**config.mk**
```make
export PLATFORM = sky130hd
export DESIGN_NAME = neuron_sweep_controller
export DESIGN_NICKNAME = d
export VERILOG_FILES = /design/src/rtl/neuron_sweep_controller.sv
export SDC_FILE = /design/constraint.sdc
export NUM_CORES = 1
export LEC_CHECK = 0
export ABC_AREA = 1
export BUFFER_PORTS_ARGS = -buffer_cell sky130_fd_sc_hd__buf_2
export CAP_MARGIN = 40
export CORE_MARGIN = 2
export CORE_UTILIZATION = 30
export CTS_BUF_LIST = sky130_fd_sc_hd__clkbuf_4
export DETAILED_ROUTE_END_ITERATION = 8
export PLACE_DENSITY = 0.52
export SKIP_CTS_REPAIR_TIMING = 1
export SLEW_MARGIN = 20
export SYNTH_ARGS = -nofsm -noshare
export SYNTH_HDL_FRONTEND = slang
export SYNTH_SLANG_ARGS = --single-unit
export TNS_END_PERCENT = 5
```
**constraint.sdc**
```tcl
create_clock -name clk -period 2.2 [get_ports clk]
set_input_delay 0.22 -clock clk [delete_from_list [all_inputs] [get_ports clk]]
set_output_delay 0.22 -clock clk [all_outputs]
set_load 0.02 [all_outputs]
```
**src/rtl/neuron_sweep_controller.sv**
```systemverilog
// neuron_sweep_controller: per-tick sequencer for a neuron core.
// On an accepted tick the axon spike vector is latched, then every neuron is
// swept over every axon (integrate strobes), followed by one reg_en per neuron
// and a final done pulse.
// Optional feature macro: NEURON_SWEEP_OVERRUN_EN (sticky overrun flag for
// ticks that arrive while a sweep is in progress; tied to 0 when undefined).
module neuron_sweep_controller #(
  parameter int NUM_NEURONS = 256,
  parameter int NUM_AXONS   = 256,
  localparam int NW = (NUM_NEURONS > 1) ? $clog2(NUM_NEURONS) : 1,
  localparam int AW = (NUM_AXONS > 1) ? $clog2(NUM_AXONS) : 1
) (
  input  logic                 clk,
  input  logic                 rst,
  input  logic                 tick,
  input  logic [NUM_AXONS-1:0] axon_spikes,
  output logic [NW-1:0]        neuron_idx,
  output logic [AW-1:0]        axon_idx,
  output logic                 integrate_en,
  output logic                 reg_en,
  output logic                 busy,
  output logic                 done,
  output logic                 overrun
);

  typedef enum logic [1:0] {
    S_IDLE      = 2'd0,
    S_INTEGRATE = 2'd1,
    S_COMMIT    = 2'd2,
    S_DONE      = 2'd3
  } state_t;

  localparam logic [NW-1:0] NEURON_LAST = NW'(NUM_NEURONS - 1);
  localparam logic [AW-1:0] AXON_LAST   = AW'(NUM_AXONS - 1);

  state_t               state;
  state_t               state_nxt;
  logic [NW-1:0]        neuron_q;
  logic [NW-1:0]        neuron_nxt;
  logic [AW-1:0]        axon_q;
  logic [AW-1:0]        axon_nxt;
  logic [NUM_AXONS-1:0] spike_buf;
  logic [NUM_AXONS-1:0] spike_nxt;
  logic                 spike_bit;

  // A single-axon core has a one-bit buffer; select it directly instead of
  // indexing with the (always zero) axon index.
  generate
    if (NUM_AXONS == 1) begin : g_single_axon
      assign spike_bit = spike_buf[0];
    end else begin : g_multi_axon
      assign spike_bit = spike_buf[axon_q];
    end
  endgenerate

  // State, index and spike-buffer registers.
  always_ff @(posedge clk) begin
    if (rst) begin
      state     <= S_IDLE;
      neuron_q  <= '0;
      axon_q    <= '0;
      spike_buf <= '0;
    end else begin
      state     <= state_nxt;
      neuron_q  <= neuron_nxt;
      axon_q    <= axon_nxt;
      spike_buf <= spike_nxt;
    end
  end

  // Next-state, index stepping and output decode from registered state only.
  always_comb begin
    state_nxt    = state;
    neuron_nxt   = neuron_q;
    axon_nxt     = axon_q;
    spike_nxt    = spike_buf;
    integrate_en = 1'b0;
    reg_en       = 1'b0;
    busy         = 1'b1;
    done         = 1'b0;
    case (state)
      S_IDLE: begin
        busy = 1'b0;
        if (tick) begin
          spike_nxt  = axon_spikes;
          neuron_nxt = '0;
          axon_nxt   = '0;
          state_nxt  = S_INTEGRATE;
        end
      end
      S_INTEGRATE: begin
        integrate_en = spike_bit;
        if (axon_q < AXON_LAST) begin
          axon_nxt = axon_q + AW'(1);
        end else begin
          state_nxt = S_COMMIT;
        end
      end
      S_COMMIT: begin
        reg_en = 1'b1;
        if (neuron_q == NEURON_LAST) begin
          state_nxt = S_DONE;
        end else begin
          neuron_nxt = neuron_q + NW'(1);
          axon_nxt   = '0;
          state_nxt  = S_INTEGRATE;
        end
      end
      S_DONE: begin
        done      = 1'b1;
        state_nxt = S_IDLE;
      end
      default: begin
        state_nxt = S_IDLE;
      end
    endcase
  end

  assign neuron_idx = neuron_q;
  assign axon_idx   = axon_q;

`ifdef NEURON_SWEEP_OVERRUN_EN
  logic overrun_q;

  // Sticky flag: any tick seen outside IDLE is dropped and recorded here.
  always_ff @(posedge clk) begin
    if (rst) begin
      overrun_q <= 1'b0;
    end else if (tick && (state != S_IDLE)) begin
      overrun_q <= 1'b1;
    end
  end

  assign overrun = overrun_q;
`else
  assign overrun = 1'b0;
`endif

endmodule

```
======== Yosys cells after proc, flatten, opt, wreduce, memory -nomap -nowiden ========
Cells that the tools add are included.
storage, ports and cells
  register bits ........................... 274
  input bits .............................. 259
  output and inout port bits .............. 21
  logic and storage cells ................. 39
operators by class
  add/sub/neg operators ................... 2
  magnitude comparators ................... 2
  eq/ne operators ......................... 8
  mux-type cells .......................... 16
  reduce and logical (&&, ||, !) cells .... 7
operator list
  operator                                                    count
  two-way mux 8 bit                                           4
  case mux 8 bit (3 select lines)                             1
  adder 8 x 1 -> 8 bit, second input constant                 2
  case mux 8 bit (2 select lines)                             1
  less-than comparator 8 x 9 -> 1 bit, second input constant  1
  binary-select mux 1 bit (select 8 bit)                      1
  equality test 8 bit, second input constant                  1
  less-than comparator 8 bit, second input constant           1
  inequality test 2 bit, second input constant                4
  case mux 2 bit (4 select lines)                             1
  two-way mux 2 bit                                           3
  two-way mux 1 bit                                           5
  equality test 2 bit, second input constant                  2
  AND reduction 2 bit                                         2
  AND reduction 4 bit                                         1
  AND reduction 3 bit                                         1
  nonzero test 3 bit                                          1
  equality test 2 x 1 -> 1 bit, second input constant         1
  zero test 2 bit                                             1
  nonzero test 2 bit                                          1

======== Longest topological paths before layout ========
Gate-level depths: netlist of the first run.
  word-level depth ........................ 3
  depth in mapped cells ................... 16
  depth with buffers taken out ............ 14

======== Least setup slack after synthesis of the first run ========
Ideal clock, no wire load.
  path type ............................... reg2out
  start point ............................. register axon_q[1] (netlist: axon_idx[1])
  end point ............................... output port integrate_en
  arrival ................................. 1803 ps
  setup slack ............................. 177 ps
  stages on the path, launching flop included .. 12
  cells stage by stage .................... dfxtp_1 > buf_2 > buf_4 > buf_2 > o21ai_0 > o211ai_1 > nand3_1 > nand2_1 > nand2_1 > nand3_1 > a21oi_1 > nor2_1
between the ends
  cells in the longest elaborated chain, start to end .. 3
RTL lines
  what                                     RTL line  text
  start, declared                          40        logic [AW-1:0] axon_q;
  start signal, assigned                   66        axon_q <= axon_nxt;
  binary-select mux 1 bit (select 8 bit)   52        assign spike_bit = spike_buf[axon_q];
  two-way mux 1 bit (implied by the code)  52
  two-way mux 1 bit                        81        case (state)
  end, declared                            19        output logic integrate_en,
No other way between the ends. The select of a mux whose other input is x is not followed.

======== Final worst setup path of the first run ========
  start point ............................. register axon_q[0] (netlist: axon_idx[0])
  end point ............................... output port integrate_en
The elaborated chain is that of the path after synthesis.

==> flow_metrics.tcl, run 1 <==
set metrics [dict create \
    yosysUniqueCellTypes 35 \
    cts-root-buf "clkbuf_4" \
    die_area_mm2 0.0429 \
    layout_min_cycle_time_ps 2920 \
    viasPerCell 4.71 \
    ios 280 \
    rsz0062_at_grt "true" \
    p_int_mw 9.47 \
    cts_buffer_depth 3 \
    hp-class "in2reg" \
    initial_core_util 0.304 \
    outcome "complete, but fails checks" \
    core-area_mm2 0.0407 \
    crit_type "reg2out" \
    hold_start "axon_spikes[20]" \
    synthCells 1850 \
    wirelength_mm 49.1 \
    clk_pin_slew_worst_paths_ps 60 \
    maxSlewViolCount 0 \
    drv_cap 0 \
    die_height_um 207 \
    ys_seq_area_frac 0.443 \
    dr_wl_met2_mm 23.6 \
    grt_max_degree 171 \
    max_freq_ghz 0.342 \
    dr.pass1.iters 5 \
    grtUsageTotal 0.197 \
    die_w_um 207 \
    crit_path_start_kind "flop" \
    ys_warn_count 0 \
    globalRouteOverflowTotal 0 \
    muxShareOfSynthArea 0 \
    antenna_left 0 \
    gp_congestion 0.799 \
    leakagePower_nw 8.41 \
    synth.top_cell.area_share 0.443 \
    synth_area_leaders "dfxtp_1 (44%), nor2_1 (16%), o21ai_0 (13%), nand2_1 (7.2%), a21oi_1 (4.4%)" \
    timing.rr.start "axon_idx[0]$_SDFFE_PP0P_" \
    portBuffers 278 \
    drt-initial-drc-count 869 \
    fp-row-count 74 \
    wl_met3_mm 2.64 \
    nets 2666 \
    clock-skew-final_ps 38.9 \
    num_vias 14100 \
    yosys.area_share.simple 0.278 \
    drive_gt1_frac 0.209 \
    hold_depth 4 \
    switching_power_mw 4.43 \
    yosysTopAreaCell "dfxtp_1" \
    syn_area_mm2 0.0124 \
    violations "negative setup slack" \
    cp.required_ps 1980 \
    synth-xor-area-share 0.00212 \
    holdWs_ps 225 \
    place_area_mm2 0.0144 \
    synth.ff_latch_count 274 \
    final_cell_area_mm2 0.0186 \
    cts_sinks 274 \
    synth_top_family_by_area "simple AND/OR/NAND/NOR gates" \
    power_frac_seq 0.411 \
    synthesis.nets 2111 \
    tns_ps -720 \
    clkPwrFrac 0.328 \
    final_util 0.455 \
    endpoint_kind "primary output" \
    wire_per_inst_um 16.4 \
    syn_to_final_growth_pct 50.0 \
    pwr-share-comb 0.260 \
    topRoutingLayerUsed "met4" \
    met1_length_mm 21.9 \
    min_period_over_period 1.33 \
    layout_setup_ws_ps -720 \
    p_per_area_mw_per_mm2 749 \
    p_sw_frac 0.319 \
    arrival_ps 2700 \
    synth-adder-area-share 0.00202 \
    synth-compound-area-share 0.184 \
    stdcell_count 2987 \
    hold_end "spike_buf[20]$_SDFFE_PP0P_" \
    setup_viol 1 \
    worst_slew_pin_slew_ps 839 \
    hold_violations 0 \
    antenna_found_initial 1 \
    irDropWorstVdd_uv 336 \
    post-place-cells 2572 \
    grt_pass1_wl_mm 67.7 \
    reg2reg_depth 11 \
    ff2ff_setup_slack_ps 50 \
    insertion_delay_ps 750 \
    relSlewSlack 0.441 \
    power_mw 13.9 \
    tritoncts "built" \
    syn_avg_cell_area_um2 6.69 \
    remaining_drc_errors 0 \
    hpwl_mm 29.0 \
    grt_pass1_vias 12500 \
    path_max_fanout 15 \
    h-tree-depth 3 \
    post-place-ws_ps -104 \
    r2r-end "axon_idx[0]$_SDFFE_PP0P_" \
    cts_made_buffers 78 \
]
[kinds of logic (layout without fill, tap and decap cells)]
family	after synthesis	after routing
xor gates and xnor gates	3	3
and+or+nand+nor	869	869
buffers and inverters	255	858
AOI/OAI and AO/OA	446	446
adders and majority gates	2	2
DFF	274	274
other	1	3
[power groups by stage]
stage	registers [mW]	logic [mW]	clock network, mW
floorplan	5.73	1.89	0
global route	5.77	4.03	4.99
CTS	5.70	2.81	4.72
global placement	5.80	2.77	0
detailed placement	5.81	2.79	0
finish	5.72	3.62	4.57
[layer usage]
layer | GRT usage | vias up
met4 | 0.0709 | 0
met3 | 0.0421 | 70
met1 | 0.259 | 6433
li1 | - | 7116
met2 | 0.319 | 447
met5 | 0 | -
[state kept, by name (all words and copies together) (netlist names)]
register	flops
axon_idx	8
neuron_idx	8
spike_buf	256
state	2
[critical path, stage by stage, from the launching register on]
cell      delay, ps
dfxtp_4         400
inv_8           140
buf_12          160
nor2_1           50
o211ai_1        260
nand3_1         130
nand2_2         130
nand2_1          80
nand3_2         110
nand2_2          70
nand2_1          60
nand2_1          60
nor2_2          170
buf_6           140
[cells in the final DEF (no fill, tap or decap), types with 5 or more instances in the layout]
cell	Yosys	layout
dlygate4sd3_1	0	258
nor2_1	512	508
nand3_2	0	14
clkbuf_4	0	110
nand2_2	1	5
nand3_1	107	93
o21ai_1	7	17
inv_2	6	7
buf_12	0	21
nand2_1	237	233
buf_6	11	10
dfxtp_1	274	270
buf_4	8	27
buf_2	37	277
nor2_2	1	5
o211ai_1	9	9
clkinv_1	1	13
clkbuf_16	0	12
a21oi_2	0	5
o21ai_0	314	304
inv_1	112	110
a21oi_1	109	104
[cell usage after synthesis]
library cell	instances
ha_1	2
a211oi_1	2
nand3_1	107
a21oi_1	109
a31oi_1	1
buf_4	8
nor4_1	1
nor3_1	2
nand4_1	2
nor2_2	1
o21a_1	1
o21ai_1	7
o22ai_1	1
inv_4	1
inv_1	112
o21bai_1	1
dfxtp_1	274
a32o_1	1
nor2_1	512
nor2_4	1
conb_1	1
and3_1	3
o211ai_1	9
clkbuf_1	78
buf_6	11
nand2_2	1
clkinv_1	1
nor3b_1	1
buf_1	1
inv_2	6
buf_2	37
xor2_1	3
nor3_4	1
o21ai_0	314
nand2_1	237
[worst max-delay path by stage]
| stage | from | end |
|---|---|---|
| 6_report | axon_idx[0]$_SDFFE_PP0P_ | integrate_en |
| 5_1_grt | axon_idx[0]$_SDFFE_PP0P_ | integrate_en |
| 4_1_cts | axon_idx[0]$_SDFFE_PP0P_ | integrate_en |
| 3_5_place_dp | axon_idx[0]$_SDFFE_PP0P_ | integrate_en |
| 3_3_place_gp | axon_idx[0]$_SDFFE_PP0P_ | integrate_en |
| 2_1_floorplan | axon_idx[1]$_SDFFE_PP0P_ | integrate_en |
[area by class of cell]
type	instances	area, um2
well taps	532	666
clock inverters	18	97.6
inverters	120	478
fillers	4146	22200
repair buffers	610	5100
diodes	2	5.00
multi-input cells	1321	5880
clock buffers	110	826
flip-flops and latches	274	5500
(Power assumes the default switching activity.)
==> run 2, diff against run 1 <==
--- a/config.mk
+++ b/config.mk
@@ -8,7 +8,6 @@
 export ABC_AREA = 1
 export BUFFER_PORTS_ARGS = -buffer_cell sky130_fd_sc_hd__buf_2
 export CAP_MARGIN = 40
-export CORE_MARGIN = 2
 export CORE_UTILIZATION = 30
 export CTS_BUF_LIST = sky130_fd_sc_hd__clkbuf_4
 export DETAILED_ROUTE_END_ITERATION = 8
==> flow_metrics.tcl, run 2 (synthesis gave the netlist of run 1 again) <==
set metrics [dict create \
    outcome "complete, but fails checks" \
    violations "negative setup slack" \
    largest_register_ffs 256 \
    syn_to_final_growth_pct 49.8 \
    viasPerCell 4.65 \
    ios 280 \
    final_util 0.455 \
    die_area_mm2 0.0421 \
    power_mw 14.1 \
    cts_sinks 274 \
    min_period_over_period 1.29 \
    path_max_fanout 5 \
    crit_type "reg2out" \
    grt_pass1_vias 12300 \
    remaining_drc_errors 0 \
    max_freq_ghz 0.352 \
    crit_path_start_kind "flop" \
    grtUsageTotal 0.205 \
    relSlewSlack 0.485 \
    irDropWorstVdd_uv 337 \
    fill_cells 4190 \
    cts-root-buf "clkbuf_4" \
    cts_made_buffers 77 \
    tns_ps -643 \
    clock-skew-final_ps 29.1 \
    nets 2669 \
    tritoncts "built" \
    endpoint_kind "primary output" \
    drv_cap 0 \
    post-place-ws_ps -21.4 \
    grt_pass1_wl_mm 66.5 \
    insertion_delay_ps 740 \
    die_height_um 205 \
    wire_per_inst_um 15.8 \
    rsz0062_at_grt "true" \
    cts_buffer_depth 3 \
    antenna_left 0 \
    hpwl_mm 29.9 \
    top_register "spike_buf" \
    clk_pin_slew_worst_paths_ps 70 \
    p_per_area_mw_per_mm2 762 \
    final_common_cell "nor2_1" \
    leakagePower_nw 8.41 \
    hold_violations 0 \
    final_cell_area_mm2 0.0185 \
    gp_congestion 0.834 \
    initial_core_util 0.304 \
    grt_max_degree 171 \
    setup_viol 1 \
    arrival_ps 2620 \
    maxSlewViolCount 0 \
    wirelength_mm 47.5 \
    antenna_found_initial 1 \
    final_cell_mix "nor2_1 (504), o21ai_0 (311), buf_2 (277)" \
    portBuffers 278 \
    hp-class "in2reg" \
    core-area_mm2 0.0407 \
    place_area_mm2 0.0144 \
    cp.required_ps 1980 \
    dr.pass1.iters 5 \
    drt-initial-drc-count 955 \
    layout_min_cycle_time_ps 2840 \
    layout_setup_ws_ps -643 \
    h-tree-depth 3 \
    num_vias 13900 \
    fp-row-count 74 \
    globalRouteOverflowTotal 0 \
    drive_gt1_frac 0.213 \
    worst_slew_pin_slew_ps 772 \
    die_w_um 205 \
]
[run 2: cell count changes in the layout (fill, tap and decap cells not counted), moves of 4 or more]
cell       before  now
clkinv_1       13   20
o21ai_0       304  311
nor2_4          1    5
o21ai_1        17    9
clkbuf_16      12    7
buf_4          27   46
buf_6          10    4
nor2_1        508  504
[run 2: path summary, 6_finish.rpt]
| kind | from | endpoint | slack, ps | cells after the start |
|---|---|---|---|---|
| max | axon_idx[0]$_SDFFE_PP0P_ | integrate_en | -640 | 16 |
| min | axon_spikes[36] | spike_buf[36]$_SDFFE_PP0P_ | 240 | 4 |
| max reg2reg | axon_idx[2]$_SDFFE_PP0P_ | axon_idx[0]$_SDFFE_PP0P_ | 220 | 10 |
| min reg2reg | spike_buf[243]$_SDFFE_PP0P_ | spike_buf[243]$_SDFFE_PP0P_ | 450 | 2 |
[run 2: final cells by class]
type                            count  area (um2)  area share
Sequential cell                   274        5500       0.297
Tap cell                          532         666      0.0359
Antenna cell                        3        7.51    0.000405
Inverter                          120         475      0.0256
Clock buffer                      113         848      0.0458
Timing Repair Buffer              613        4950       0.267
Timing Repair inverter              1        8.76    0.000472
Clock inverter                     23         165     0.00891
Multi-Input combinational cell   1321        5920       0.319
[run 2: per-stage QoR]
stage                     instances  hold slack [ps]
final                          3000              238
after global routing           2999              213
after CTS                      2721             -376
after detailed placement       2585              443
after global placement         2585              438
after floorplan                1850              289
[run 2: layer usage]
metal	GRT usage	share of wire
met5	0	0
met4	0.0733	0.025
met3	0.0367	0.051
met2	0.331	0.47
met1	0.271	0.45
[run 2: worst max-delay path, cell delays in order, from the launching register on]
cell	delay, ps
dfxtp_4	410
buf_12	130
buf_12	130
buf_8	110
nor2_4	40
nor2_2	130
o21ai_2	90
nand3_1	80
nand3_1	80
nand2_1	100
nand3_2	70
nand3_2	80
nand2_2	70
nand2_2	60
nand2_1	50
nor2_1	90
buf_4	160
[run 2: power breakdown]
part	total, mW	switching (mW)	internal [mW]
registers	5.72	0.246	5.48
clock network	4.89	2.19	2.70
logic	3.50	1.97	1.53
